===== src/rtl/piano_mode_sequencer.sv =====
// Generic N-mode sequencer for the digital piano: menu, song select, run, key-remap
// calibration, plus a free-running tick/time base. All outputs are registered.
module piano_mode_sequencer #(
  parameter int unsigned NKEYS     = 7,
  parameter int unsigned NMODES    = 5,
  parameter logic [NMODES-1:0] SONG_MASK = 5'b01110,
  parameter int unsigned NSONGS    = 3,
  parameter int unsigned DIFF_MAX  = 6,
  parameter int unsigned DIFF_INIT = 4,
  parameter int unsigned TICK_DIV  = 100000,
  parameter int unsigned TIME_W    = 16,
  localparam int unsigned MW = (NMODES > 1) ? $clog2(NMODES) : 1,
  localparam int unsigned SW = $clog2(NSONGS + 1),
  localparam int unsigned DW = $clog2(DIFF_MAX + 1),
  localparam int unsigned CW = $clog2(NKEYS + 1)
) (
  input  logic              clk,
  input  logic              rst_n,
  input  logic              submit_p,
  input  logic              cancel_p,
  input  logic              up_p,
  input  logic              down_p,
  input  logic [NKEYS-1:0]  note_key,
  output logic [NMODES-1:0] mode_en,
  output logic [MW-1:0]     active_mode,
  output logic [1:0]        state,
  output logic [SW-1:0]     song,
  output logic [SW-1:0]     preview_song,
  output logic [DW-1:0]     difficulty,
  output logic              map_we,
  output logic [NKEYS-1:0]  map_addr,
  output logic [NKEYS-1:0]  map_data,
  output logic              map_clr,
  output logic [CW-1:0]     cal_idx,
  output logic              cal_err,
  output logic              cal_done,
  output logic              tick,
  output logic [TIME_W-1:0] sys_time
);

  localparam logic [1:0] MENU   = 2'd0;
  localparam logic [1:0] SELECT = 2'd1;
  localparam logic [1:0] RUN    = 2'd2;
  localparam logic [1:0] CAL    = 2'd3;

  localparam int unsigned KW = (NKEYS > 1) ? $clog2(NKEYS) : 1;
  localparam int unsigned VW = (TICK_DIV > 1) ? $clog2(TICK_DIV) : 1;

  logic [1:0]        state_q, state_d;
  logic [NMODES-1:0] mode_en_q, mode_en_d;
  logic [MW-1:0]     active_mode_q, active_mode_d;
  logic [SW-1:0]     song_q, song_d;
  logic [SW-1:0]     preview_song_q, preview_song_d;
  logic [DW-1:0]     difficulty_q, difficulty_d;
  logic              map_we_q, map_we_d;
  logic [NKEYS-1:0]  map_addr_q, map_addr_d;
  logic [NKEYS-1:0]  map_data_q, map_data_d;
  logic              map_clr_q, map_clr_d;
  logic [CW-1:0]     cal_idx_q, cal_idx_d;
  logic              cal_err_q, cal_err_d;
  logic              cal_done_q, cal_done_d;
  logic [NKEYS-1:0]  used_q, used_d;
  logic [VW-1:0]     div_q, div_d;
  logic              tick_q, tick_d;
  logic [TIME_W-1:0] sys_time_q, sys_time_d;

  logic              key_valid;
  logic [KW-1:0]     key_idx;

  always_comb begin
    key_valid = (note_key != '0) && ((note_key & (note_key - NKEYS'(1))) == '0);
    key_idx   = '0;
    for (int unsigned i = 0; i < NKEYS; i++) begin
      if (note_key[i]) key_idx = KW'(i);
    end
  end

  always_comb begin
    state_d       = state_q;
    active_mode_d = active_mode_q;
    song_d        = song_q;
    difficulty_d  = difficulty_q;
    cal_idx_d     = cal_idx_q;
    used_d        = used_q;
    map_we_d      = 1'b0;
    map_addr_d    = '0;
    map_data_d    = '0;
    map_clr_d     = 1'b0;
    cal_err_d     = 1'b0;
    cal_done_d    = 1'b0;

    case (state_q)
      MENU: begin
        if (submit_p && key_valid && 32'(key_idx) < NMODES) begin
          active_mode_d = MW'(key_idx);
          if (32'(key_idx) == NMODES - 1) begin
            state_d   = CAL;
            cal_idx_d = '0;
            used_d    = '0;
          end else if (SONG_MASK[MW'(key_idx)]) begin
            state_d = SELECT;
          end else begin
            state_d = RUN;
          end
        end
      end
      SELECT: begin
        if (up_p && !down_p && 32'(difficulty_q) < DIFF_MAX)
          difficulty_d = difficulty_q + DW'(1);
        else if (down_p && !up_p && difficulty_q != '0)
          difficulty_d = difficulty_q - DW'(1);
        if (cancel_p) begin
          state_d = MENU;
          song_d  = '0;
        end else if (submit_p && key_valid && 32'(key_idx) < NSONGS) begin
          song_d  = SW'(32'(key_idx) + 1);
          state_d = RUN;
        end
      end
      RUN: begin
        if (cancel_p) begin
          state_d = MENU;
          song_d  = '0;
        end
      end
      default: begin
        if (cancel_p) begin
          state_d   = MENU;
          song_d    = '0;
          cal_idx_d = '0;
          map_clr_d = 1'b1;
        end else if (submit_p && key_valid) begin
          if (!used_q[key_idx]) begin
            map_we_d        = 1'b1;
            map_addr_d      = note_key;
            map_data_d      = NKEYS'(1) << cal_idx_q;
            used_d[key_idx] = 1'b1;
            cal_idx_d       = cal_idx_q + CW'(1);
            // The last write exits straight to MENU alongside the done pulse
            if (32'(cal_idx_q) + 1 == NKEYS) begin
              cal_done_d = 1'b1;
              state_d    = MENU;
              cal_idx_d  = '0;
            end
          end else begin
            cal_err_d = 1'b1;
          end
        end
      end
    endcase

    mode_en_d      = (state_d == RUN) ? (NMODES'(1) << active_mode_d) : '0;
    preview_song_d = '0;
    if (state_d == SELECT && key_valid && 32'(key_idx) < NSONGS)
      preview_song_d = SW'(32'(key_idx) + 1);
  end

  always_comb begin
    div_d      = div_q + VW'(1);
    tick_d     = 1'b0;
    sys_time_d = sys_time_q;
    if (32'(div_q) == TICK_DIV - 1) begin
      div_d      = '0;
      tick_d     = 1'b1;
      sys_time_d = sys_time_q + TIME_W'(1);
    end
  end

  always_ff @(posedge clk or negedge rst_n) begin
    if (!rst_n) begin
      state_q        <= MENU;
      mode_en_q      <= '0;
      active_mode_q  <= '0;
      song_q         <= '0;
      preview_song_q <= '0;
      difficulty_q   <= DW'(DIFF_INIT);
      map_we_q       <= 1'b0;
      map_addr_q     <= '0;
      map_data_q     <= '0;
      map_clr_q      <= 1'b0;
      cal_idx_q      <= '0;
      cal_err_q      <= 1'b0;
      cal_done_q     <= 1'b0;
      used_q         <= '0;
      div_q          <= '0;
      tick_q         <= 1'b0;
      sys_time_q     <= '0;
    end else begin
      state_q        <= state_d;
      mode_en_q      <= mode_en_d;
      active_mode_q  <= active_mode_d;
      song_q         <= song_d;
      preview_song_q <= preview_song_d;
      difficulty_q   <= difficulty_d;
      map_we_q       <= map_we_d;
      map_addr_q     <= map_addr_d;
      map_data_q     <= map_data_d;
      map_clr_q      <= map_clr_d;
      cal_idx_q      <= cal_idx_d;
      cal_err_q      <= cal_err_d;
      cal_done_q     <= cal_done_d;
      used_q         <= used_d;
      div_q          <= div_d;
      tick_q         <= tick_d;
      sys_time_q     <= sys_time_d;
    end
  end

  assign state        = state_q;
  assign mode_en      = mode_en_q;
  assign active_mode  = active_mode_q;
  assign song         = song_q;
  assign preview_song = preview_song_q;
  assign difficulty   = difficulty_q;
  assign map_we       = map_we_q;
  assign map_addr     = map_addr_q;
  assign map_data     = map_data_q;
  assign map_clr      = map_clr_q;
  assign cal_idx      = cal_idx_q;
  assign cal_err      = cal_err_q;
  assign cal_done     = cal_done_q;
  assign tick         = tick_q;
  assign sys_time     = sys_time_q;

endmodule


===== config.mk =====
export PLATFORM = sky130hd
export DESIGN_NAME = piano_mode_sequencer
export DESIGN_NICKNAME = d
export VERILOG_FILES = /design/src/rtl/piano_mode_sequencer.sv
export SDC_FILE = /design/constraint.sdc
export NUM_CORES = 1
export LEC_CHECK = 0
export ABC_CLOCK_PERIOD_IN_PS = 2500
export BUFFER_PORTS_ARGS = -buffer_cell sky130_fd_sc_hd__buf_2
export CAP_MARGIN = 10
export CORE_ASPECT_RATIO = 1.25
export CORE_UTILIZATION = 58
export CTS_BUF_LIST = sky130_fd_sc_hd__clkbuf_8
export DETAILED_ROUTE_END_ITERATION = 8
export HOLD_SLACK_MARGIN = 0.03
export PLACE_DENSITY = 0.86
export SYNTH_ARGS = -nofsm -noshare
export SYNTH_HDL_FRONTEND = slang
export SYNTH_SLANG_ARGS = --single-unit

===== constraint.sdc =====
create_clock -name clk -period 2.5 [get_ports clk]
set_input_delay 0.375 -clock clk [delete_from_list [all_inputs] [get_ports clk]]
set_output_delay 0.375 -clock clk [all_outputs]
set_load 0.03 [all_outputs]

==> Word-level counts from Yosys, hierarchy flattened <==
Memory sizes are Yosys's and may differ from the RTL's.
Index checks and enable logic that the tools add are counted.
{ "classes": {"n_addsub": 8, "order_cmp": 5, "n_shift": 2, "n_bitwise": 4, "n_eq_ne": 12, "muxes": 70, "reduce_logical": 28} }
{ "op_table": {"columns": ["op", "count"], "rows": [
  ["$mux W7", 13],
  ["$mux W3", 14],
  ["$mux W2", 15],
  ["$mux W1", 20],
  ["$add A17 B1 Y17 const B", 1],
  ["$eq A17 B17 Y1 const B", 1],
  ["$mux W17", 1],
  ["$add A16 B1 Y16 const B", 1],
  ["$pmux W7 S2", 1],
  ["$logic_and A1 B1 Y1", 11],
  ["$reduce_bool A2 Y1", 4],
  ["$and A7 B7 Y7", 1],
  ["$logic_not A7 Y1", 1],
  ["$or A7 B7 Y7", 1],
  ["$reduce_bool A7 Y1", 1],
  ["$shl A1 B3 Y7 const A", 1],
  ["$sub A7 B1 Y7 const B", 1],
  ["$add A3 B1 Y3 const B", 2],
  ["$lt A3 B3 Y1 const B", 2],
  ["$pmux W2 S3", 1],
  ["$pmux W3 S2", 1],
  ["$reduce_and A6 Y1", 1],
  ["$reduce_bool A3 Y1", 2],
  ["$mux W5", 1],
  ["25 further kinds", 31]
]} }
{ "word_totals": {"out_inout_bits": 55, "rom_bits": 8, "n_memories": 1, "elab_cells": 147, "ff_bits": 79} }
{ "mem_list": {"columns": ["name", "words", "width", "read_ports", "rd_clocked_by_memory_dff", "wr", "line", "rtl"], "rows": [
  ["(name not given)", 8, 1, 1, 0, 0, "100", "end else if (SONG_MASK[MW'(key_idx)]) begin"]
]} }

==> Depth between registers and ports, before layout <==
Gate-level depths: netlist of the first run.
{ "depth": {"depth_word": 16, "mapped_depth": 11, "depth_no_buf": 10} }

==> Least setup slack after synthesis of the first run <==
No wires, ideal clock.
{ "synth_path": {"kind": "in2reg", "startpoint": "input port note_key[3]", "endpoint": "register cal_idx_q[0], in the netlist cal_idx[0]", "cell_stages": 8, "arrival_time_ns": 2.338, "required_time_ns": 2.375, "slack_ns": 0.037, "setup_ns": 0.125, "cell_sequence": "buf_6 > nor4_4 > nand3_1 > a41o_1 > or3_1 > buf_2 > a221o_1 > mux2_4"} }
{ "synth_between": {"elab_chain_len": 8} }
{ "synth_lines": {"columns": ["item", "line", "rtl"], "rows": [
  ["from (decl)", "23", "input logic [NKEYS-1:0] note_key,"],
  ["$sub A7 B1 Y7 / $mux W3 (equally long branches)", "71, 74", null],
  ["$and A7 B7 Y7 / $mux W3 (equally long branches)", "71, 74", null],
  ["$logic_not A7 Y1 / $mux W3 (equally long branches)", "71, 74", null],
  ["$logic_and A1 B1 Y1 / $mux W3 (equally long branches)", "71, 74", null],
  ["$logic_and A1 B1 Y1, or another cell as far along", "94, 132", null],
  ["$logic_and A1 B1 Y1 / $mux W1 (equally long branches)", "94, 133", null],
  ["$ne A2 B2 Y1 (no source line) / $ne A3 B2 Y1 (equally long branches)", null, null],
  ["$reduce_and A5 Y1 (no source line) *", null, null],
  ["to (signal assigned)", "199", "cal_idx_q <= cal_idx_d;"],
  ["to (decl)", "59", "logic [CW-1:0] cal_idx_q, cal_idx_d;"]
]} }
Mark *: on every way between the ends. The rest lies on a longest branch, timed or not. The select of a mux whose other input is x is not followed.
A chain may end at the register's enable or synchronous reset.

==> Worst setup path after layout of the first run <==
{ "layout_path": {"startpoint": "register state_q[1], in the netlist state[1]", "endpoint": "register preview_song_q[1], in the netlist preview_song[1]"} }
{ "layout_between": {"elab_chain_len": 9} }
{ "layout_lines": {"columns": ["item", "line", "rtl"], "rows": [
  ["from (decl)", "49", "logic [1:0] state_q, state_d;"],
  ["from (signal assigned)", "189", "state_q <= state_d;"],
  ["$mux W2", "140", "if (32'(cal_idx_q) + 1 == NKEYS) begin"],
  ["$mux W2", "133", "if (!used_q[key_idx]) begin"],
  ["$mux W2", "132", "end else if (submit_p && key_valid) begin"],
  ["$mux W2", "127", "if (cancel_p) begin"],
  ["$pmux W2 S3 *", "92", "case (state_q)"],
  ["named net state_d[1]", "49", null],
  ["$eq A2 B1 Y1 *", "154", "if (state_d == SELECT && key_valid && 32'(key_idx) < NSONGS)"],
  ["$logic_and A1 B1 Y1 * (2 in series)", "154", null],
  ["$mux W2 *", "154", null],
  ["named net preview_song_d[1]", "53", "logic [SW-1:0] preview_song_q, preview_song_d;"],
  ["to (signal assigned)", "193", "preview_song_q <= preview_song_d;"],
  ["to (decl)", "53", null]
]} }
Mark *: on every way through the listed nets, which the timed path passes. The rest lies on a longest branch.

==> run metrics, run 1 <==
Hold Worst Slack=0.165 ns; top_reg_cell synth=dfrtp_1; final RePlAce weighted congestion=0.894; syn_area_per_cell=10.5 um2; post-route ant nets=0; post-synthesis sequential area ratio=50.9%; Post-synth ARST share=100%; WP data required=2.75 ns; vias in the first global route=2948; die width=75.3 um; VDD IR max=0.541 mV; critical path depth=8; Clk Tree Root Cell=clkbuf_8; mapped cell area=3890 um2; setup TNS=0 ns; min setup slack post-route=0.180 ns; Setup crit end=preview_song[1]; commonest non-fill, non-tap cell in the layout=dfrtp_1; first-pass GRT wire length=13400 um; CP Cell Sequence=inv_1 > ha_1 > nor2_1 > o21ai_0 > a41o_1 > a311oi_2 > a221oi_1 > nor3_1; Critical Path AT=2.57 ns; aggregate global routing overflow=0; LEAKAGE=2.39 nW; Net Count, Synth=398; Global Route Usage Sum=25.3%; Unique masters post-synth=58; H-tree Lvls=3; TritonCTS Buffers=9; Cells after DPL=532; Setup crit end kind=flop; CP max-delay cell=dfrtp_1; fin crit period=2.32 ns; CTS tree=built; average wire per standard cell=15.4 um; worst path bufs/invs=1; Reg2Reg Depth=8; RR Endpoint=preview_song[1]; cell family with most CP delay=compound AO/OA/AOI/OAI gates; status=complete, no violations; clock sink count=79; Die Footprint=7040 um2; top-level I/O count=68; DRC viols=0; Pwr per Cell Area=735 nW/um2; worst r2r src=state[1]; largest net degree at the start of global routing=80; worst-margin pin slew=0.951 ns; Ys Warns=0; postcts setup bufs=0; Peak Freq=431 MHz; Rows=33; Fillers=486; Post-layout nets=485; Clock Latency Late Sink=0.35 ns; DP Wirelength=6070 um; Pre-Repair DR Iteration Count=4; unrepaired setup endpoints after global routing=false; setup violators final=0; Tightest Hold Check Type=input port to async pin; IO Port Bufs=67; most frequent cells in the layout=78 x dfrtp_1, 66 x buf_2, 31 x nand2_1, 29 x nor2_1, 22 x buf_4; endpoints failing hold=0; Post-CTS Hold Fix Bufs=0; core box area=6520 um2; Clock Path Buffers=2; layout cells sized above 1=25.8%; PostCTS Resize Cnt=0; Area Overhead vs Synth=20.2%; First DRT Iteration DRCs=225; critical path class=flop to flop; worst slack, placed=-0.0105 ns; Final period util=92.8%; Non-Filler Instances=548; initial antenna violation count=0; slowest stage delay, CP=0.50 ns; via count=3141; Setup crit start=state[1]; R2R Setup Slk=0.18 ns; WL final=8440 um; Initial Util=59.6%; post-synthesis register bit count=79; Slew Limit Fails=0; Post-synth EDFFs=0; max cap viols=0; number of diodes=0; crit path max fanout=7; Cells after Synth=369; Worst-path clk slew=0.09 ns; Die H=93.6 um; Vias/cell=5.73; Slew headroom=36.6%; crit path launch type=flop; Clock Skew=0.0146 ns
area by class of cell:
cell class	instances	area [um2]	share of cell area, %
Tap cell	87	109	2.33
Clock inverter	6	92.6	1.98
Clock buffer	10	138	2.94
Sequential cell	79	1980	42.3
Multi-Input combinational cell	259	1790	38.3
Inverter	19	71.3	1.52
Timing Repair Buffer	88	495	10.6
state kept, by name (all words and copies together), names as in the netlist:
| signal | count |
|---|---|
| active_mode | 3 |
| cal_done | 1 |
| cal_err | 1 |
| cal_idx | 3 |
| difficulty | 3 |
| div_q | 17 |
| map_addr | 7 |
| map_clr | 1 |
| map_data | 7 |
| map_we | 1 |
| mode_en | 5 |
| preview_song | 2 |
| song | 2 |
| state | 2 |
| sys_time | 16 |
| tick | 1 |
| used_q | 7 |
per-layer routing:
layer,vias up,track usage (%),share of wire [%]
li1,1471,-,-
met1,1521,32.5,42
met2,117,39.9,49
met3,32,4.09,5.5
met4,0,14.4,3.3
met5,-,0,0
power by group:
group | internal, mW | switching (mW)
registers | 1.37 | 0.0972
clock network | 0.594 | 0.468
logic | 0.332 | 0.573
logic make-up after synthesis:
group	synth area share, %
AO/OA/AOI/OAI	9.17
buffers and inverters	3.34
multiplexers	2.44
adder cells (fa/ha/maj)	5.34
flip-flops	50.9
AND/OR/NAND/NOR	21.4
XOR/XNOR	7.43
worst min path at each step:
stage / startpoint / to / slack [ns] / cells past startpoint
6_report: rst_n / sys_time[2] / 0.17 / 1
5_1_grt: rst_n / sys_time[2] / 0.24 / 1
4_1_cts: rst_n / tick / 0.20 / 1
3_5_place_dp: sys_time[15] / sys_time[15] / 0.46 / 1
3_3_place_gp: sys_time[15] / sys_time[15] / 0.45 / 1
2_1_floorplan: rst_n / active_mode[0] / 0.08 / 0
worst reg2reg max path, stage by stage, from the launching register on:
cell and delay [ns]:
dfrtp_1 0.50, inv_1 0.14, ha_1 0.28, nor2_1 0.20, o21ai_0 0.11, a41o_1 0.23, a311oi_2 0.34, a221oi_1 0.15
nor3_1 0.27
per-stage QoR:
stage	power, mW	instance area (um2)	util [%]
floorplan	2.08	3890	-
global placement	2.33	4440	68.0
detailed placement	2.38	4440	68.0
CTS	3.44	4670	71.5
global route	3.61	4680	71.7
finish	3.44	4680	71.7
cells in the mapped netlist (all sizes together) (3+ instances only):
master  number  area (um2)
nand2b       4        25.0
inv         18        67.6
nand3b       4        30.0
xnor2       18         158
buf          7        40.0
o31ai        3        22.5
o21ai       12        60.1
a41o         4        40.0
nand3       16        80.1
clkbuf       5        18.8
nor2        30         115
ha          15         188
a21oi        9        45.0
nor4        12        90.1
nor4b        3        26.3
and2         7        43.8
nand2       31         116
and4         7        61.3
dfrtp       78        1950
nor2b        6        37.5
mux2         6        75.1
and3         8        50.1
nor3         8        40.0
xor2        15         131
nand4        4        25.0
or3          4        25.0
Power figures use the tool's default switching activity.
==> inputs of run 2 (changes only) <==
- ABC_CLOCK_PERIOD_IN_PS: 2500 -> 2300
- clock period: 2.5 -> 2.3 ns (I/O delays scaled with it)
==> run 2 against run 1 <==
Effect of this change: setup slack lost 0.072 ns; first-iteration DRC count shrank 25%; wire length shrank 0.27%; design area grew 3.0%; combinational power grew 18%; final cell count grew 3.5%; hold slack gained 0.16 ns; total power grew 3.7%; largest cell class unchanged; highest routed layer unchanged.
==> run metrics, run 2 (same netlist as run 1, synthesis figures left out) <==
internal power=2.34 mW (+1.5%); Initial Util=59.6% (unchanged); Pre-Repair DR Iteration Count=4 (unchanged); DRC viols=0 (unchanged); Clock Latency Late Sink=0.36 ns (about the same); H-tree Lvls=3 (unchanged); LEAKAGE=2.48 nW (+3.7%); Peak Freq=456 MHz (+5.8%); layout cells sized above 1=29.6% (+3.8 points); worst-margin pin slew=0.527 ns (-0.424 ns); Clock Path Buffers=2 (unchanged); initial antenna violation count=0 (unchanged); VDD IR max=0.664 mV (+23%); Pwr Total=3.57 mW (+3.7%); design area=4820 um2 (+3.0%); Clk network pwr share=25.8% (-5.1 points); fin crit period=2.19 ns (-0.128 ns); aggregate global routing overflow=0 (unchanged); Post-layout nets=504 (+3.9%); final RePlAce weighted congestion=0.877 (-1.8%); Area Overhead vs Synth=23.9%; Multi-input gate area=1830 um2 (+1.8%); combinational power share=29.9% (+3.6 points); Core Util, Final=73.9% (+2.2 points); Clock Skew=0.0118 ns (-0.00286 ns); Tightest Hold Check Type=input port to flop; WP data required=2.54 ns (-0.21 ns); top-level I/O count=68 (unchanged); DP Wirelength=6220 um (+2.6%); Vias/cell=5.55 (-3.2%); Worst-path clk slew=0.08 ns (about the same); DP Area=4610 um2 (+3.9%); Clk Tree Root Cell=clkbuf_8; First DRT Iteration DRCs=168 (-25%); Rows=33 (unchanged); Final period util=95.3% (+2.5 points); commonest non-fill, non-tap cell in the layout=dfrtp_1; via count=3146 (+0.16%); die width=75.3 um (unchanged); vias in the first global route=3113 (+5.6%); most frequent cells in the layout=78 x dfrtp_1, 66 x buf_2, 39 x buf_4, 31 x nand2_1, 29 x nor2_1; WL final=8410 um (-0.27%); Setup crit end kind=flop; Slew Limit Fails=0 (unchanged); core box area=6520 um2 (unchanged); worst slack, placed=-0.146 ns (-0.135 ns); Slew headroom=64.8% (+28 points); storage element area=1980 um2 (unchanged); Critical Path AT=2.43 ns (-0.14 ns); min setup slack post-route=0.108 ns (-0.0722 ns); number of diodes=0 (unchanged); Fillers=490 (+0.82%); post-route ant nets=0 (unchanged); average wire per standard cell=14.8 um (-3.6%); largest net degree at the start of global routing=42 (-48%); IO Port Bufs=67 (unchanged); sequential share of power=44.2% (+1.4 points); Die H=93.6 um (unchanged); critical path class=flop to flop; endpoints failing hold=0 (unchanged); first-pass GRT wire length=13900 um (+3.7%); max cap viols=0 (unchanged); crit path launch type=flop; postcts setup bufs=0 (unchanged); TritonCTS Buffers=9 (unchanged); setup violators final=0 (unchanged); status=complete, no violations; CTS tree=built; NetSw=1.23 mW (+8.0%); Pwr per Cell Area=740 nW/um2 (+0.63%); setup TNS=0 ns (unchanged); Global Route Usage Sum=26.5% (+1.3 points); max reg flops=17 (unchanged); Die Footprint=7040 um2 (unchanged); crit path max fanout=5 (-2); clock sink count=79 (unchanged); Switching Share=34.5% (+1.4 points); largest register by flop count=div_q
## run 2: changes by cell type in the layout (fill, tap and decap cells not counted), sizes merged
cell         change
bufinv           -2
clkinv           +3
buf             +18
dlygate4sd3      +1
clkinvlp         -1
## run 2: routing by layer
metal  GRT usage [%]  vias up  part of all wire [%]
met5               0        -                     0
met4            14.2        0                   2.4
met3            5.60       19                   5.0
met2            44.4       95                    51
met1            31.4     1521                    42
li1                -     1511                     -
## run 2: critical path, stage by stage, from the launching register on
cell and delay (ns):
dfrtp_1 0.40, ha_1 0.19, ha_1 0.30, nand3b_1 0.21
a211o_1 0.24, nor3_1 0.17, buf_4 0.16, nor2_1 0.10
nor4_2 0.32
## run 2: what timing repair did
item | in CTS | in global routing
gates resized for setup | 0 | 3
hold endpoints to repair | 40 | 0
hold buffers | 1 | 0
endpoints found under the setup margin | 0 | 3
## run 2: area by class of cell
class / count / area share, %
clock buffers: 10 / 2.86
clock inverters: 6 / 0.909
well taps: 87 / 2.26
flip-flops and latches: 79 / 41.1
inverters: 19 / 1.48
multi-input cells: 259 / 37.9
repair buffers: 107 / 13.6
## run 2: final timing paths
check / start / to / slack [ns] / cells after the start
worst max-delay path: cal_idx[1] / mode_en[0] / 0.11 / 8
worst min-delay path: cancel_p / map_addr[3] / 0.32 / 2
worst max register to register: cal_idx[1] / mode_en[0] / 0.11 / 8
worst min register to register: sys_time[15] / sys_time[15] / 0.47 / 1
max in group asynchronous: rst_n / difficulty[2] / 1.15 / 3
min in group asynchronous: rst_n / sys_time[5] / 0.50 / 2
## run 2: stage by stage
step | instances | hold WS, ns
after floorplan | 369 | 0.0494
after global placement | 550 | 0.353
after detailed placement | 550 | 0.351
after CTS | 567 | 0.307
after global routing | 567 | 0.327
final | 567 | 0.324
## run 2: power groups by stage
stage / sequential [mW] / combinational [mW] / clock [mW]
floorplan: 1.80 / 0.466 / 0
global placement: 1.60 / 1.02 / 0
detailed placement: 1.60 / 1.05 / 0
CTS: 1.58 / 1.05 / 0.942
global route: 1.59 / 1.16 / 1.01
finish: 1.58 / 1.07 / 0.921
==> inputs of run 3 (changes only) <==
- GPL_TIMING_DRIVEN: not set -> 0
==> run 3 against run 2 <==
Effect of this change: first-iteration DRC count up 18%; count of clock-buffer cells in the layout increased by 1; design area about the same; maximum frequency is 3.8% lower; hold slack improved by 0.0030 ns; via count is 1.1% higher; die area stayed put; global-route usage down 0.61 points; final cell count down 3.4%.
==> run metrics, run 3 (same netlist as run 1, synthesis figures left out) <==
CP max-delay cell=a221o_1; max cap viols=0 (unchanged); vias in the first global route=2973 (-4.5%); Fillers=469 (-4.3%); via count=3180 (+1.1%); Switching Share=33.1% (-1.4 points); IO Port Bufs=64 (-4.5%); VDD IR max=0.668 mV (+0.59%); Post-layout nets=485 (-3.8%); top-level I/O count=68 (unchanged); H-tree Lvls=3 (unchanged); Global Route Usage Sum=25.9% (-0.61 points); sequential share of power=42.3% (-1.9 points); post-route ant nets=0 (unchanged); average wire per standard cell=16.1 um (+8.4%); largest register by flop count=div_q; die width=75.3 um (unchanged); Die H=93.6 um (unchanged); worst-margin pin slew=0.597 ns (+0.0702 ns); number of diodes=0 (unchanged); Rows=33 (unchanged); LEAKAGE=2.40 nW (-3.0%); DP Wirelength=5990 um (-3.8%); Area Overhead vs Synth=23.8% (about the same); Core Util, Final=73.8% (about the same); WHS Path Cells=3 (+1); Slew headroom=59.1% (-5.7 points); Worst-path clk slew=0.08 ns (about the same); critical path class=input port to flop; combinational power share=26.7% (-3.2 points); Multi-input gate area=1920 um2 (+5.1%); DRC viols=0 (unchanged); storage element area=1980 um2 (about the same); core box area=6520 um2 (unchanged); Tightest Hold Check Type=input port to flop; crit path launch type=input port; aggregate global routing overflow=0 (unchanged); CP Cell Sequence=buf_2 > nor4_4 > nand3_1 > a41o_1 > or3_4 > buf_6 > a221o_1 > mux2_4; clock sink count=79 (unchanged); Setup crit end kind=flop; first-pass GRT wire length=13800 um (-0.55%); Peak Freq=439 MHz (-3.8%); WP data required=2.54 ns (about the same); First DRT Iteration DRCs=199 (+18%); final RePlAce weighted congestion=0.889 (+1.3%); Pwr per Cell Area=791 nW/um2 (+6.9%); slowest stage delay, CP=0.40 ns (about the same); fin crit period=2.28 ns (+0.0868 ns); Reg2Reg Depth=7 (-1); Pwr Total=3.81 mW (+6.8%); Initial Util=59.6% (unchanged); Die Footprint=7040 um2 (unchanged); largest net degree at the start of global routing=51 (+21%); most frequent cells in the layout=77 x dfrtp_1, 66 x buf_2, 30 x nand2_1, 28 x nor2_1; internal power=2.55 mW (+9.0%); Final period util=99.1% (+3.8 points); setup TNS=0 ns (unchanged); endpoints failing hold=0 (unchanged); NetSw=1.26 mW (+2.6%); Clk network pwr share=30.9% (+5.1 points); Clk Tree Root Cell=clkbuf_8; unrepaired setup endpoints after global routing=true; Clock Latency Late Sink=0.35 ns (about the same); Critical Path AT=2.52 ns (+0.09 ns); crit path max fanout=6 (+1); layout cells sized above 1=29.5% (-0.082 points); Clock Path Buffers=2 (unchanged); setup violators final=0 (unchanged); max reg flops=17 (unchanged); Pre-Repair DR Iteration Count=5 (+1); commonest non-fill, non-tap cell in the layout=dfrtp_1; Slew Limit Fails=0 (unchanged); TritonCTS Buffers=9 (unchanged); CTS tree=built; Vias/cell=5.80 (+4.6%); WL final=8810 um (+4.8%); status=complete, no violations; Clock Skew=0.0111 ns (-0.000625 ns); initial antenna violation count=0 (unchanged)
-- run 3: cell types whose count changed in the layout (fill, tap and decap cells not counted), sizes merged --
| cell | change |
|---|---|
| buf | -25 |
| bufinv | +2 |
| clkbuf | +7 |
| clkinv | -4 |
| inv | +1 |
-- run 3: routing by layer --
layer  GRT usage (%)  part of all wire, %
met2            43.2                   51
met3            4.74                  5.7
met1            32.9                   41
met5               0                    0
met4            10.3                  2.3
-- run 3: worst max-delay path, delay by kind of cell --
| kind | cells | cell delay [ns] |
|---|---|---|
| buffers and inverters | 2 | 0.26 |
| muxes | 1 | 0.32 |
| and+or+nand+nor | 3 | 0.89 |
| AOI/OAI and AO/OA | 2 | 0.69 |
-- run 3: final cells by class --
| cell class | count | share of cell area (%) |
|---|---|---|
| inverters | 19 | 1.48 |
| flip-flops and latches | 79 | 41.1 |
| clock inverters | 5 | 1.66 |
| well taps | 87 | 2.26 |
| repair buffers | 76 | 9.04 |
| plain buffers | 12 | 1.46 |
| clock buffers | 11 | 3.14 |
| multi-input cells | 259 | 39.8 |
-- run 3: repair_timing --
action	in CTS	in global routing
buffers inserted	2	8
endpoints found under the hold margin	28	0
resized for setup	9	24
pin swaps	3	10
hold buffers	1	0
setup endpoints to repair	25	25
-- run 3: power groups by stage --
stage / Clock, mW / Combinational, mW / Sequential (mW)
2_1_floorplan: 0 / 0.466 / 1.80
3_3_place_gp: 0 / 0.878 / 1.62
3_5_place_dp: 0 / 0.909 / 1.64
4_1_cts: 1.19 / 0.925 / 1.61
5_1_grt: 1.26 / 1.10 / 1.63
6_report: 1.18 / 1.02 / 1.61
-- run 3: worst paths after layout --
kind | startpoint | endpoint | slack (ns)
worst min-delay path | cancel_p | map_clr | 0.33
min in group asynchronous | rst_n | sys_time[2] | 0.46
max in group asynchronous | rst_n | cal_idx[0] | 1.25
worst max-delay path | note_key[2] | cal_idx[0] | 0.02
worst min register to register | sys_time[15] | sys_time[15] | 0.47
worst max register to register | used_q[1] | cal_idx[0] | 0.03
-- run 3: metrics by stage --
step	setup WS, ns	instances	instance area [um2]	hold slack, ns
floorplan	-0.0762	369	3920	0.0494
global placement	-0.497	520	4340	0.455
detailed placement	-0.500	521	4370	0.302
CTS	-0.0837	540	4670	0.312
global route	-0.0426	548	4810	0.343
finish	0.0214	548	4810	0.327
